`config.mk`:
```
export PLATFORM = sky130hd
export DESIGN_NAME = fetch_stage
export DESIGN_NICKNAME = d
export VERILOG_FILES = /design/src/rtl/cpu_pkg.sv /design/src/rtl/fetch_fifo.sv /design/src/rtl/fetch_fifo_chk.sv /design/src/rtl/fetch_stage.sv
export SDC_FILE = /design/constraint.sdc
export NUM_CORES = 1
export LEC_CHECK = 0
export CORE_ASPECT_RATIO = 1.1
export CORE_MARGIN = 1
export CORE_UTILIZATION = 30
export CTS_BUF_LIST = sky130_fd_sc_hd__clkbuf_8 sky130_fd_sc_hd__clkbuf_16
export DETAILED_ROUTE_END_ITERATION = 7
export GPL_TIMING_DRIVEN = 0
export MAX_ROUTING_LAYER = met4
export SYNTH_ARGS = -nofsm -noshare
export SYNTH_HDL_FRONTEND = slang
export SYNTH_HIERARCHICAL = 1
export SYNTH_SLANG_ARGS = --single-unit
```
`constraint.sdc`:
```
create_clock -name clk -period 4.6 [get_ports clk]
set_input_delay 0.92 -clock clk [delete_from_list [all_inputs] [get_ports clk]]
set_output_delay 0.92 -clock clk [all_outputs]
set_load 0.05 [all_outputs]
```
`src/rtl/cpu_pkg.sv`:
```
// Shared CPU definitions: address/data widths, memory read latency, the
// default reset fetch address, the {pc, instr} entry carried from the memory
// return path to decode, and the sequential-pc helper.
package cpu_pkg;
  localparam int ADDR_W     = 16;
  localparam int DATA_W     = 16;
  localparam int MEM_RD_LAT = 2;
  localparam logic [ADDR_W-1:0] RESET_PC_DEFAULT = 16'h0000;

  typedef struct packed {
    logic [ADDR_W-1:0] pc;
    logic [DATA_W-1:0] instr;
  } fetch_entry_t;

  // Next sequential word address; wraps 0xFFFF -> 0x0000 by width.
  function automatic logic [ADDR_W-1:0] pc_inc(input logic [ADDR_W-1:0] pc);
    return pc + 16'h0001;
  endfunction
endpackage

```
`src/rtl/fetch_fifo.sv`:
```
// Small output FIFO of {pc, instr} entries. Entry 0 is the head and is a
// register that drives decode directly; on a pop the remaining entries shift
// down. The head keeps its old contents when the FIFO drains empty.
// Ports: clk, rst_n (async active-low), push/push_data (write), pop (read),
// flush (discard everything), out_valid/head (head entry), count (occupancy).
module fetch_fifo
  import cpu_pkg::*;
#(
  parameter int DEPTH = 3
) (
  input  logic                       clk,
  input  logic                       rst_n,
  input  logic                       push,
  input  fetch_entry_t               push_data,
  input  logic                       pop,
  input  logic                       flush,
  output logic                       out_valid,
  output fetch_entry_t               head,
  output logic [$clog2(DEPTH+1)-1:0] count
);
  localparam int CNT_W = $clog2(DEPTH+1);

  fetch_entry_t     entry_r [DEPTH];
  fetch_entry_t     entry_s [DEPTH];
  logic [CNT_W-1:0] count_r;
  logic [CNT_W-1:0] count_s;
  logic [CNT_W-1:0] wr_idx_s;
  logic             valid_r;
  logic             pop_ok_s;
  logic             push_ok_s;
  logic             full_s;

  assign head      = entry_r[0];
  assign count     = count_r;
  assign out_valid = valid_r;
  assign full_s    = (count_r == CNT_W'(DEPTH));

  // Next-state of the entry array and occupancy for push/pop/flush.
  always_comb begin
    entry_s   = entry_r;
    count_s   = count_r;
    pop_ok_s  = pop && (count_r != '0);
    // After a pop the shifted array has one fewer entry, so the write slot moves down.
    wr_idx_s  = count_r - CNT_W'(pop_ok_s);
    push_ok_s = push && (wr_idx_s < CNT_W'(DEPTH));
    if (flush) begin
      count_s = '0;
    end else begin
      for (int i = 0; i < DEPTH; i++) begin
        if (push_ok_s && (wr_idx_s == CNT_W'(i))) begin
          entry_s[i] = push_data;
        end else if (pop_ok_s && (i < DEPTH-1) && (CNT_W'(i+1) < count_r)) begin
          // Only occupied slots shift, so a lone head that is popped keeps its value.
          entry_s[i] = entry_r[(i+1) % DEPTH];
        end else begin
          entry_s[i] = entry_r[i];
        end
      end
      count_s = count_r - CNT_W'(pop_ok_s) + CNT_W'(push_ok_s);
    end
  end

  // Entry, occupancy and registered valid state.
  always_ff @(posedge clk or negedge rst_n) begin
    if (!rst_n) begin
      for (int i = 0; i < DEPTH; i++) begin
        entry_r[i] <= '0;
      end
      count_r <= '0;
      valid_r <= 1'b0;
    end else begin
      entry_r <= entry_s;
      count_r <= count_s;
      valid_r <= (count_s != '0);
    end
  end

  fetch_fifo_chk u_chk (
    .clk   (clk),
    .rst_n (rst_n),
    .push  (push),
    .full  (full_s)
  );
endmodule

```
`src/rtl/fetch_fifo_chk.sv`:
```
// Checker for fetch_fifo: a push must never arrive while the FIFO is full.
// Ports: clk, rst_n, push (write strobe), full (FIFO holds DEPTH entries).
module fetch_fifo_chk (
  input logic clk,
  input logic rst_n,
  input logic push,
  input logic full
);
  a_no_push_when_full: assert property (@(posedge clk) disable iff (!rst_n) !(push && full));
endmodule

```
`src/rtl/fetch_stage.sv`:
```
// Instruction-fetch front end. Issues one read per cycle on memory port 0
// while credit allows, tracks the two in-flight reads (s1, s2) so returning
// data can be tagged with its pc, buffers returns in fetch_fifo and hands
// {pc, instr} to decode with valid/ready. A redirect flushes everything in
// flight and issues the target in the same cycle.
// Ports: clk, rst_n; mem_raddr/mem_req (read port), mem_rdata (2-cycle data);
// redirect_valid/redirect_pc; out_valid/out_ready/out_instr/out_pc (decode).
module fetch_stage
  import cpu_pkg::*;
#(
  parameter logic [ADDR_W-1:0] RESET_PC = RESET_PC_DEFAULT,
  parameter int                DEPTH    = MEM_RD_LAT + 1
) (
  input  logic              clk,
  input  logic              rst_n,
  output logic [ADDR_W-1:0] mem_raddr,
  input  logic [DATA_W-1:0] mem_rdata,
  output logic              mem_req,
  input  logic              redirect_valid,
  input  logic [ADDR_W-1:0] redirect_pc,
  output logic              out_valid,
  input  logic              out_ready,
  output logic [DATA_W-1:0] out_instr,
  output logic [ADDR_W-1:0] out_pc
);
  localparam int CNT_W = $clog2(DEPTH+1);
  localparam int OCC_W = CNT_W + 2;

  logic [ADDR_W-1:0] pc_r;
  logic              s1_valid_r;
  logic [ADDR_W-1:0] s1_pc_r;
  logic              s2_valid_r;
  logic [ADDR_W-1:0] s2_pc_r;

  logic [CNT_W-1:0]  fifo_count_s;
  logic              fifo_valid_s;
  fetch_entry_t      head_s;
  fetch_entry_t      push_entry_s;
  logic              pop_s;
  logic              push_s;
  logic              issue_s;
  logic [OCC_W-1:0]  occ_s;

  assign pop_s        = fifo_valid_s & out_ready;
  // A return landing in the redirect cycle belongs to the cancelled stream.
  assign push_s       = s2_valid_r & ~redirect_valid;
  assign push_entry_s = '{pc: s2_pc_r, instr: mem_rdata};

  // Credit: everything buffered or in flight, minus what decode takes now.
  assign occ_s = OCC_W'(fifo_count_s) + OCC_W'(s1_valid_r) + OCC_W'(s2_valid_r) - OCC_W'(pop_s);

  // Issue decision and read address; nothing issues while reset is held.
  always_comb begin
    if (redirect_valid) begin
      mem_raddr = redirect_pc;
    end else begin
      mem_raddr = pc_r;
    end
    issue_s = rst_n & (redirect_valid | (occ_s < OCC_W'(DEPTH)));
    mem_req = issue_s;
  end

  // Fetch pc and the two-stage in-flight read tracker.
  always_ff @(posedge clk or negedge rst_n) begin
    if (!rst_n) begin
      pc_r       <= RESET_PC;
      s1_valid_r <= 1'b0;
      s1_pc_r    <= '0;
      s2_valid_r <= 1'b0;
      s2_pc_r    <= '0;
    end else begin
      if (issue_s) begin
        pc_r <= pc_inc(mem_raddr);
      end else begin
        pc_r <= pc_r;
      end
      // On redirect issue_s is forced high and mem_raddr is the target.
      s1_valid_r <= issue_s;
      s1_pc_r    <= mem_raddr;
      s2_valid_r <= s1_valid_r & ~redirect_valid;
      s2_pc_r    <= s1_pc_r;
    end
  end

  fetch_fifo #(.DEPTH(DEPTH)) u_fifo (
    .clk       (clk),
    .rst_n     (rst_n),
    .push      (push_s),
    .push_data (push_entry_s),
    .pop       (pop_s),
    .flush     (redirect_valid),
    .out_valid (fifo_valid_s),
    .head      (head_s),
    .count     (fifo_count_s)
  );

  assign out_valid = fifo_valid_s;
  assign out_pc    = head_s.pc;
  assign out_instr = head_s.instr;
endmodule

```
==> Word level (Yosys, flattened, before mapping) <==
Index checks and enable logic that the tools add are counted.
{ "totals": {"regBits": 149, "mem_bits_rw": 0, "latchBits": 0, "mem_bits_ro": 0, "in_bits": 36, "out_inout_bits": 50, "memories": 0} }
{ "op_classes": {"eq_ne": 2, "bitwise_logic": 6, "shifts": 0, "n_reduce_logical": 15, "n_mul": 0, "addsub": 6, "magnitude_cmp": 4, "n_mux": 6, "n_div": 0} }
{ "op_table": {"columns": ["cell", "count"], "rows": [
  ["32-bit 2-to-1 mux", 4],
  ["16-bit by 1-bit adder with 16-bit output (second input constant)", 1],
  ["16-bit 2-to-1 mux", 1],
  ["2-bit nonzero test", 4],
  ["1-bit logical AND", 7],
  ["2-bit AND reduction", 3],
  ["3-bit by 1-bit adder with 4-bit output", 1],
  ["1-bit bitwise AND", 4],
  ["4-bit by 2-bit less-than comparator with 1-bit output (second input constant)", 1],
  ["4-bit by 1-bit subtractor with 4-bit output", 1],
  ["2-bit by 1-bit adder with 3-bit output", 1],
  ["2-bit by 1-bit adder with 2-bit output", 1],
  ["2-bit by 1-bit equality test with 1-bit output (second input constant)", 1],
  ["2-bit equality test (second input constant)", 1],
  ["2-bit zero test", 1],
  ["1-bit by 2-bit less-than comparator with 1-bit output (first input constant)", 1],
  ["2-bit less-than comparator (first input constant)", 1],
  ["2-bit less-than comparator (second input constant)", 1],
  ["2-bit 2-to-1 mux", 1],
  ["2-bit by 1-bit subtractor with 2-bit output", 1],
  ["1-bit NOT", 1],
  ["1-bit bitwise OR", 1]
]} }

==> Longest topological paths before layout <==
Gate-level depths: netlist of run 1.
{ "depth": {"ltp_word": 8, "mapped_depth": 9, "depth_no_buf": 9} }

==> Hierarchy <==
Netlist of run 1, hierarchy kept.
{ "by_module_without_submodules": {"columns": ["mod", "cells_each", "area_each_um2", "instances"], "rows": [
  ["fetch_fifo", 364, 4682.0, 1],
  ["fetch_stage", 175, 2240.9, 1]
]} }

==> Least setup slack after synthesis of run 1 <==
OpenSTA, ideal clock, no wires.
{ "synth_timing": {"kind": "in2out", "from": "in out_ready", "to": "out mem_req", "stages": 8, "path_buffers": 0, "slack_ps": 515, "t_arrival_ps": 3165, "path_cell_list": "and2_1 ha_1 fa_1 fa_1 xor2_1 a211o_1 and2_1 inv_1"} }
{ "synth_via": {"elab_chain_cells": 5} }
{ "synth_rtl": {"columns": ["element", "line", "source"], "rows": [
  ["start, declared", "fetch_stage.sv:22", "input logic out_ready,"],
  ["1-bit bitwise AND", "fetch_stage.sv:44", "assign pop_s = fifo_valid_s & out_ready;"],
  ["4-bit by 1-bit subtractor with 4-bit output", "fetch_stage.sv:50", "assign occ_s = OCC_W'(fifo_count_s) + OCC_W'(s1_valid_r) + OCC_W'(s2_valid_r) - OCC_W'(pop_s);"],
  ["4-bit by 2-bit less-than comparator with 1-bit output", "fetch_stage.sv:59", "issue_s = rst_n & (redirect_valid | (occ_s < OCC_W'(DEPTH)));"],
  ["1-bit bitwise OR", "fetch_stage.sv:59", null],
  ["1-bit bitwise AND", "fetch_stage.sv:59", null],
  ["end, declared", "fetch_stage.sv:18", "output logic mem_req,"]
]} }
No other way between the ends.

==> Worst setup path in the final report of run 1 <==
{ "layout_timing": {"from": "in out_ready", "to": "out mem_req"} }
{ "layout_via": {"elab_chain_cells": 5} }
{ "layout_rtl": {"columns": ["element", "line", "source"], "rows": [
  ["1-bit bitwise AND", "fetch_stage.sv:44", null],
  ["named net pop_s", "fetch_stage.sv:39", "logic pop_s;"],
  ["4-bit by 1-bit subtractor with 4-bit output", "fetch_stage.sv:50", null],
  ["4-bit by 2-bit less-than comparator with 1-bit output", "fetch_stage.sv:59", null],
  ["1-bit bitwise OR", "fetch_stage.sv:59", null],
  ["1-bit bitwise AND", "fetch_stage.sv:59", null]
]} }
The timed path passes the listed nets, and every way through them passes these cells.

==> results.toml, run 1 <==
[yosys]
synthTopCellsByCount = "149 x dfrtp_1, 99 x mux2_2, 37 x a21oi_1, 37 x buf_4, 36 x mux2i_1"
syn_area_um2 = 6920
synth_area_leader_cell = "dfrtp_1"
async_reset_ff_share_pct = 100
synth_nets = 583
synth_area_leaders = "dfrtp_1 54%, mux2_2 16%, mux2i_1 5.2%, buf_4 4.0%, a21oi_1 2.7%"
yosysSeqAreaShare_pct = 53.9
synth_edf_count = 0
synthFlopType = "dfrtp_1"
synth_most_common_cell = "dfrtp_1"
synth_cells = 539
synth_area_per_cell_um2 = 12.8
synth_warnings = 6
synth-seq-cells = 149
synth_top_area_share_pct = 53.9
ys_types = 50

[global_route]
grt_max_degree = 105
grt_pass1_vias = 4883
grt_pass1_wl_mm = 25.6
antenna_found_initial = 0
grt_overflow = 0
grtUsageTotal_pct = 14.2

[floorplan]
start_util_pct = 30.9
rows = 57
core_um2 = 22400
die_h_um = 161
die_area_um2 = 23700
die_x_um = 147
io_pins = 86

[sta]
max_freq_mhz = 221
slew_headroom_pct = 58.0
setup_slack_ns = 0.0777
drv_slew = 0
finalCriticalPeriod_ns = 4.52
hold_viol_final = 0
setup_viol = 0
fin_crit_sh_pct = 98.3
rsz0062_at_grt = "false"
worst_pin_slew_ns = 0.629
fin_worst_skew_ns = 0.00965

[outcome]
outcome = "finished, final reports clean"

[drt]
wl_per_cell_um = 16.0
vias_per_cell = 4.74
drtIter0Drc = 129
dr_total_vias = 4515
routed_wl_mm = 15.3
post-route-drc-count = 0
first_pass_iters = 4
antenna_left = 0

[place]
placed_cells = 920
port_buffers = 85
hpwl_mm = 10.8
place_congestion = 0.872
dp_slack_ns = -0.818

[critical_path]
cp.arrival_ns = 3.60
cp_max_fo = 4
critPathCaptureType = "output pin"
cp.required_ns = 3.68
crit_top_cell = "fa_1"
crit_type = "in -> out"
worstSetupStartpointType = "primary input"
max_stage_delay_ns = 0.49
crit_chain = "clkdlybuf4s50_1 -> and2_2 -> ha_1 -> fa_1 -> fa_1 -> o21ai_0 -> a211o_1 -> and2_4 -> inv_2 -> buf_6"
slowest_stage = "fa_1"

[cts]
clock_latency_ns = 0.42
clock-root-buffer = "clkbuf_16"
numCtsBuffers = 17
hold_buffers = 0
cts_tree = "built"
cts_max_path_buffers = 2
clk_pin_slew_ns = 0.06
clock-sinks = 149
htreeDepth = 4

[finish]
seq_area_um2 = 3730
fin_nets = 689
post-route-util_pct = 39.3
layout.cells.non_filler = 953
multi_input_area_um2 = 2760
areaGrowthSynthToFinish_pct = 27.2
nFillCells = 2140
drive_gt1_share_pct = 31.3
n_antenna_cell = 0

[power_and_ir_drop]
finalPower_mw = 5.73
leakagePower_nw = 4.11
ir_worst_vdd_v = 0.000277
powerDensity_nw_per_um2 = 651

[hold_path]
worstHoldPathType = "reg -> reg"

[run]
cap_violations = 0
==> metrics by stage <==
step / TNS, ns / area (um2) / hold WS (ns)
after floorplan: 0 / 6920 / 0.331
after global placement: -546.85 / 8140 / 0.333
after detailed placement: -0.818 / 8170 / 0.335
after CTS: 0 / 8800 / 0.347
after global routing: 0 / 8800 / 0.360
final: 0 / 8800 / 0.350
==> cells in the final DEF, fill, tap and decap left out, types with 16 or more instances in the layout <==
master	synthesis	routed
a21oi_1	37	37
buf_2	17	17
buf_4	37	38
clkbuf_16	0	17
clkdlybuf4s50_1	0	83
dfrtp_1	149	149
mux2_2	99	99
mux2i_1	36	36
nand3_1	16	16
nor2_1	35	35
==> cell families after synthesis <==
logic type      count (synthesis)  synth area share, %
compound gates                 71                 6.94
xor+xnor                        7                0.994
fa+ha+maj                       8                 1.66
buf+inv                        70                 6.33
flops                         149                 53.9
mux                           148                 23.5
simple gates                   86                 6.76
==> cell type report <==
class	instances	area share [%]
inverter	12	0.512
sequential	149	42.4
tap	295	4.19
multi-input combinational	320	31.4
clock inverter	12	1.73
timing repair buffer	87	10.1
clock buffer	20	5.30
buffer	58	4.46
==> where the power goes <==
| group | switching (mW) | total (mW) | internal, mW |
|---|---|---|---|
| Sequential | 0.285 | 2.08 | 1.80 |
| Clock | 0.531 | 1.43 | 0.895 |
| Combinational | 1.24 | 2.22 | 0.985 |
==> state kept, by name, summed over array words and instances (netlist names) <==
signal	count
s1_valid_r	1
u_fifo/count	2
s2_pc_r	16
s2_valid_r	1
u_fifo/entry_r	64
s1_pc_r	16
u_fifo/head	32
pc_r	16
u_fifo/out_valid	1
==> timing repair <==
| action | CTS | global route |
|---|---|---|
| endpoints found under the hold margin | 0 | 0 |
| setup endpoints to repair | 1 | 1 |
| gates resized for setup | 9 | 2 |
| pin swaps | 0 | 1 |
| buffers inserted | 1 | 0 |
==> routing by layer <==
metal	global-route usage (%)	vias up	routed length (um)
li1	-	2097	-
met1	17.7	2241	6850
met2	22.4	154	7420
met3	3.14	23	766
met4	5.35	0	226
met5	-	-	0
==> final timing paths <==
check,endpoint,from,cells past startpoint,slack [ns]
worst max-delay path,mem_req,out_ready,10,0.08
worst min-delay path,s2_pc_r[2],s1_pc_r[2],0,0.35
worst max register to register,pc_r[2],u_fifo/out_valid,10,1.45
worst min register to register,s2_pc_r[2],s1_pc_r[2],0,0.35
max in group asynchronous,pc_r[10],rst_n,2,3.31
min in group asynchronous,u_fifo/entry_r[11],rst_n,1,0.43
==> critical path, delay by kind of cell <==
family,cells,cell delay (ns)
buffers and inverters,3,0.62
AND/OR/NAND/NOR,2,0.41
AO/OA/AOI/OAI,2,0.44
adder cells (fa/ha/maj),3,1.20
(Power assumes the default switching activity.)
==> run 2: changes to the inputs <==
Settings changed: CTS_BUF_LIST sky130_fd_sc_hd__clkbuf_8 sky130_fd_sc_hd__clkbuf_16 to unset, CTS_CLUSTER_SIZE set to 25.
==> results.toml, run 2 (synthesized netlist as in run 1, its figures left out) <==
[outcome]
outcome = "finished, final reports clean"

[sta]
slew_headroom_pct = 58.0
finalCriticalPeriod_ns = 4.52
rsz0062_at_grt = "false"
fin_worst_skew_ns = 0.00965
max_freq_mhz = 221
drv_slew = 0
setup_viol = 0
worst_pin_slew_ns = 0.629
fin_crit_sh_pct = 98.3
fin_tns_setup_ns = 0
hold_viol_final = 0

[critical_path]
r2r_start = "u_fifo/out_valid"
worstSetupStartpointType = "primary input"
cp_max_fo = 4
r2r_cells = 10
cp.required_ns = 3.68
critPathCaptureType = "output pin"
crit_type = "in -> out"
slowest_stage = "fa_1"
crit_top_cell = "fa_1"
max_stage_delay_ns = 0.49
rr_endpoint = "pc_r[2]"
crit_chain = "clkdlybuf4s50_1 -> and2_2 -> ha_1 -> fa_1 -> fa_1 -> o21ai_0 -> a211o_1 -> and2_4 -> inv_2 -> buf_6"
r2r_slack_ns = 1.45
cp.arrival_ns = 3.60

[finish]
top_register = "u_fifo/entry_r"
largest_register_ffs = 64
nFillCells = 2140
drive_gt1_share_pct = 31.3
final_area_um2 = 8800
fin_nets = 689
final_common_cell = "dfrtp_1"
areaGrowthSynthToFinish_pct = 27.2
seq_area_um2 = 3730
n_antenna_cell = 0
multi_input_area_um2 = 2760
final_cell_mix = "149 x dfrtp_1, 99 x mux2_2, 83 x clkdlybuf4s50_1, 38 x buf_4, 37 x a21oi_1"
layout.cells.non_filler = 953

[cts]
clock-sinks = 149
hold_buffers = 0
cts_tree = "built"
numCtsBuffers = 17
clock_latency_ns = 0.42
htreeDepth = 4
clk_pin_slew_ns = 0.06
cts_max_path_buffers = 2
clock-root-buffer = "clkbuf_16"

[global_route]
grt_overflow = 0
antenna_found_initial = 0
grt_pass1_vias = 4883
grtUsageTotal_pct = 14.2
grt_max_degree = 105
grt_pass1_wl_mm = 25.6

[floorplan]
start_util_pct = 30.9
core_um2 = 22400
rows = 57
die_h_um = 161
die_area_um2 = 23700
die_x_um = 147
io_pins = 86

[drt]
post-route-drc-count = 0
drtIter0Drc = 128
routed_wl_mm = 15.3
wl_per_cell_um = 16.0
first_pass_iters = 4
antenna_left = 0
dr_total_vias = 4515
vias_per_cell = 4.74

[place]
placed_cells = 920
port_buffers = 85
dpl_cell_area_um2 = 8170
hpwl_mm = 10.8
place_congestion = 0.872

[run]
cap_violations = 0

[power_and_ir_drop]
leakagePower_nw = 4.11
ir_worst_vdd_v = 0.000277
powerDensity_nw_per_um2 = 651

[hold_path]
min_from = "s1_pc_r[2]"
worst_hold_path.endpoint = "s2_pc_r[2]"
worstHoldPathType = "reg -> reg"
min_path_cells = 0
-- run 2: cell types whose count changed in the layout (fill, tap and decap cells not counted), sizes merged --
cell,change
inv,-1
clkbuf,+1
-- run 2: worst max-delay path, delay by kind of cell --
family / cells / cell delay (ns)
adder cells (fa/ha/maj): 3 / 1.20
buffers and inverters: 3 / 0.62
AO/OA/AOI/OAI: 2 / 0.44
AND/OR/NAND/NOR: 2 / 0.41
-- run 2: per-stage QoR --
| stage | setup WS, ns | power, mW | utilization [%] | hold slack [ns] |
|---|---|---|---|---|
| 4_1_cts | 0.0437 | 5.80 | 39.3 | 0.347 |
| 5_1_grt | 0.00287 | 6.04 | 39.3 | 0.360 |
| 6_report | 0.0777 | 5.73 | 39.3 | 0.350 |
| 3_5_place_dp | -0.818 | 4.34 | 36.5 | 0.335 |
| 3_3_place_gp | -4.99 | 4.25 | 36.4 | 0.333 |
| 2_1_floorplan | 0.515 | 3.64 | - | 0.331 |
-- run 2: where the power goes --
group / switching, mW / internal [mW] / total [mW]
combinational: 1.24 / 0.985 / 2.22
clock: 0.531 / 0.897 / 1.43
sequential: 0.285 / 1.80 / 2.08
total: 2.05 / 3.68 / 5.73
-- run 2: worst max-delay path by stage --
stage	from	endpoint	slack, ns	cells after the start
2_1_floorplan	out_ready	mem_req	0.52	8
3_5_place_dp	out_ready	mem_req	-0.82	10
6_report	out_ready	mem_req	0.08	10
4_1_cts	out_ready	mem_req	0.04	10
3_3_place_gp	rst_n	mem_req	-4.99	6
5_1_grt	out_ready	mem_req	0.003	10
-- run 2: area by class of cell --
cell class	instances	share of cell area [%]
inverter	12	0.512
clock inverter	11	1.69
buffer	58	4.46
sequential	149	42.4
multi-input combinational	320	31.4
tap	295	4.19
timing repair buffer	87	10.1
clock buffer	21	5.34
-- run 2: what timing repair did --
item | 4_1_cts | 5_1_grt
resized for setup | 9 | 2
setup buffers | 1 | 0
pin swaps | 0 | 1
endpoints found under the setup margin | 1 | 1
-- run 2: per-layer routing --
layer,vias up,track usage [%],wire [um]
met5,-,-,0
met3,23,3.14,766
met2,154,22.4,7420
li1,2097,-,-
met1,2241,17.7,6850
met4,0,5.35,226
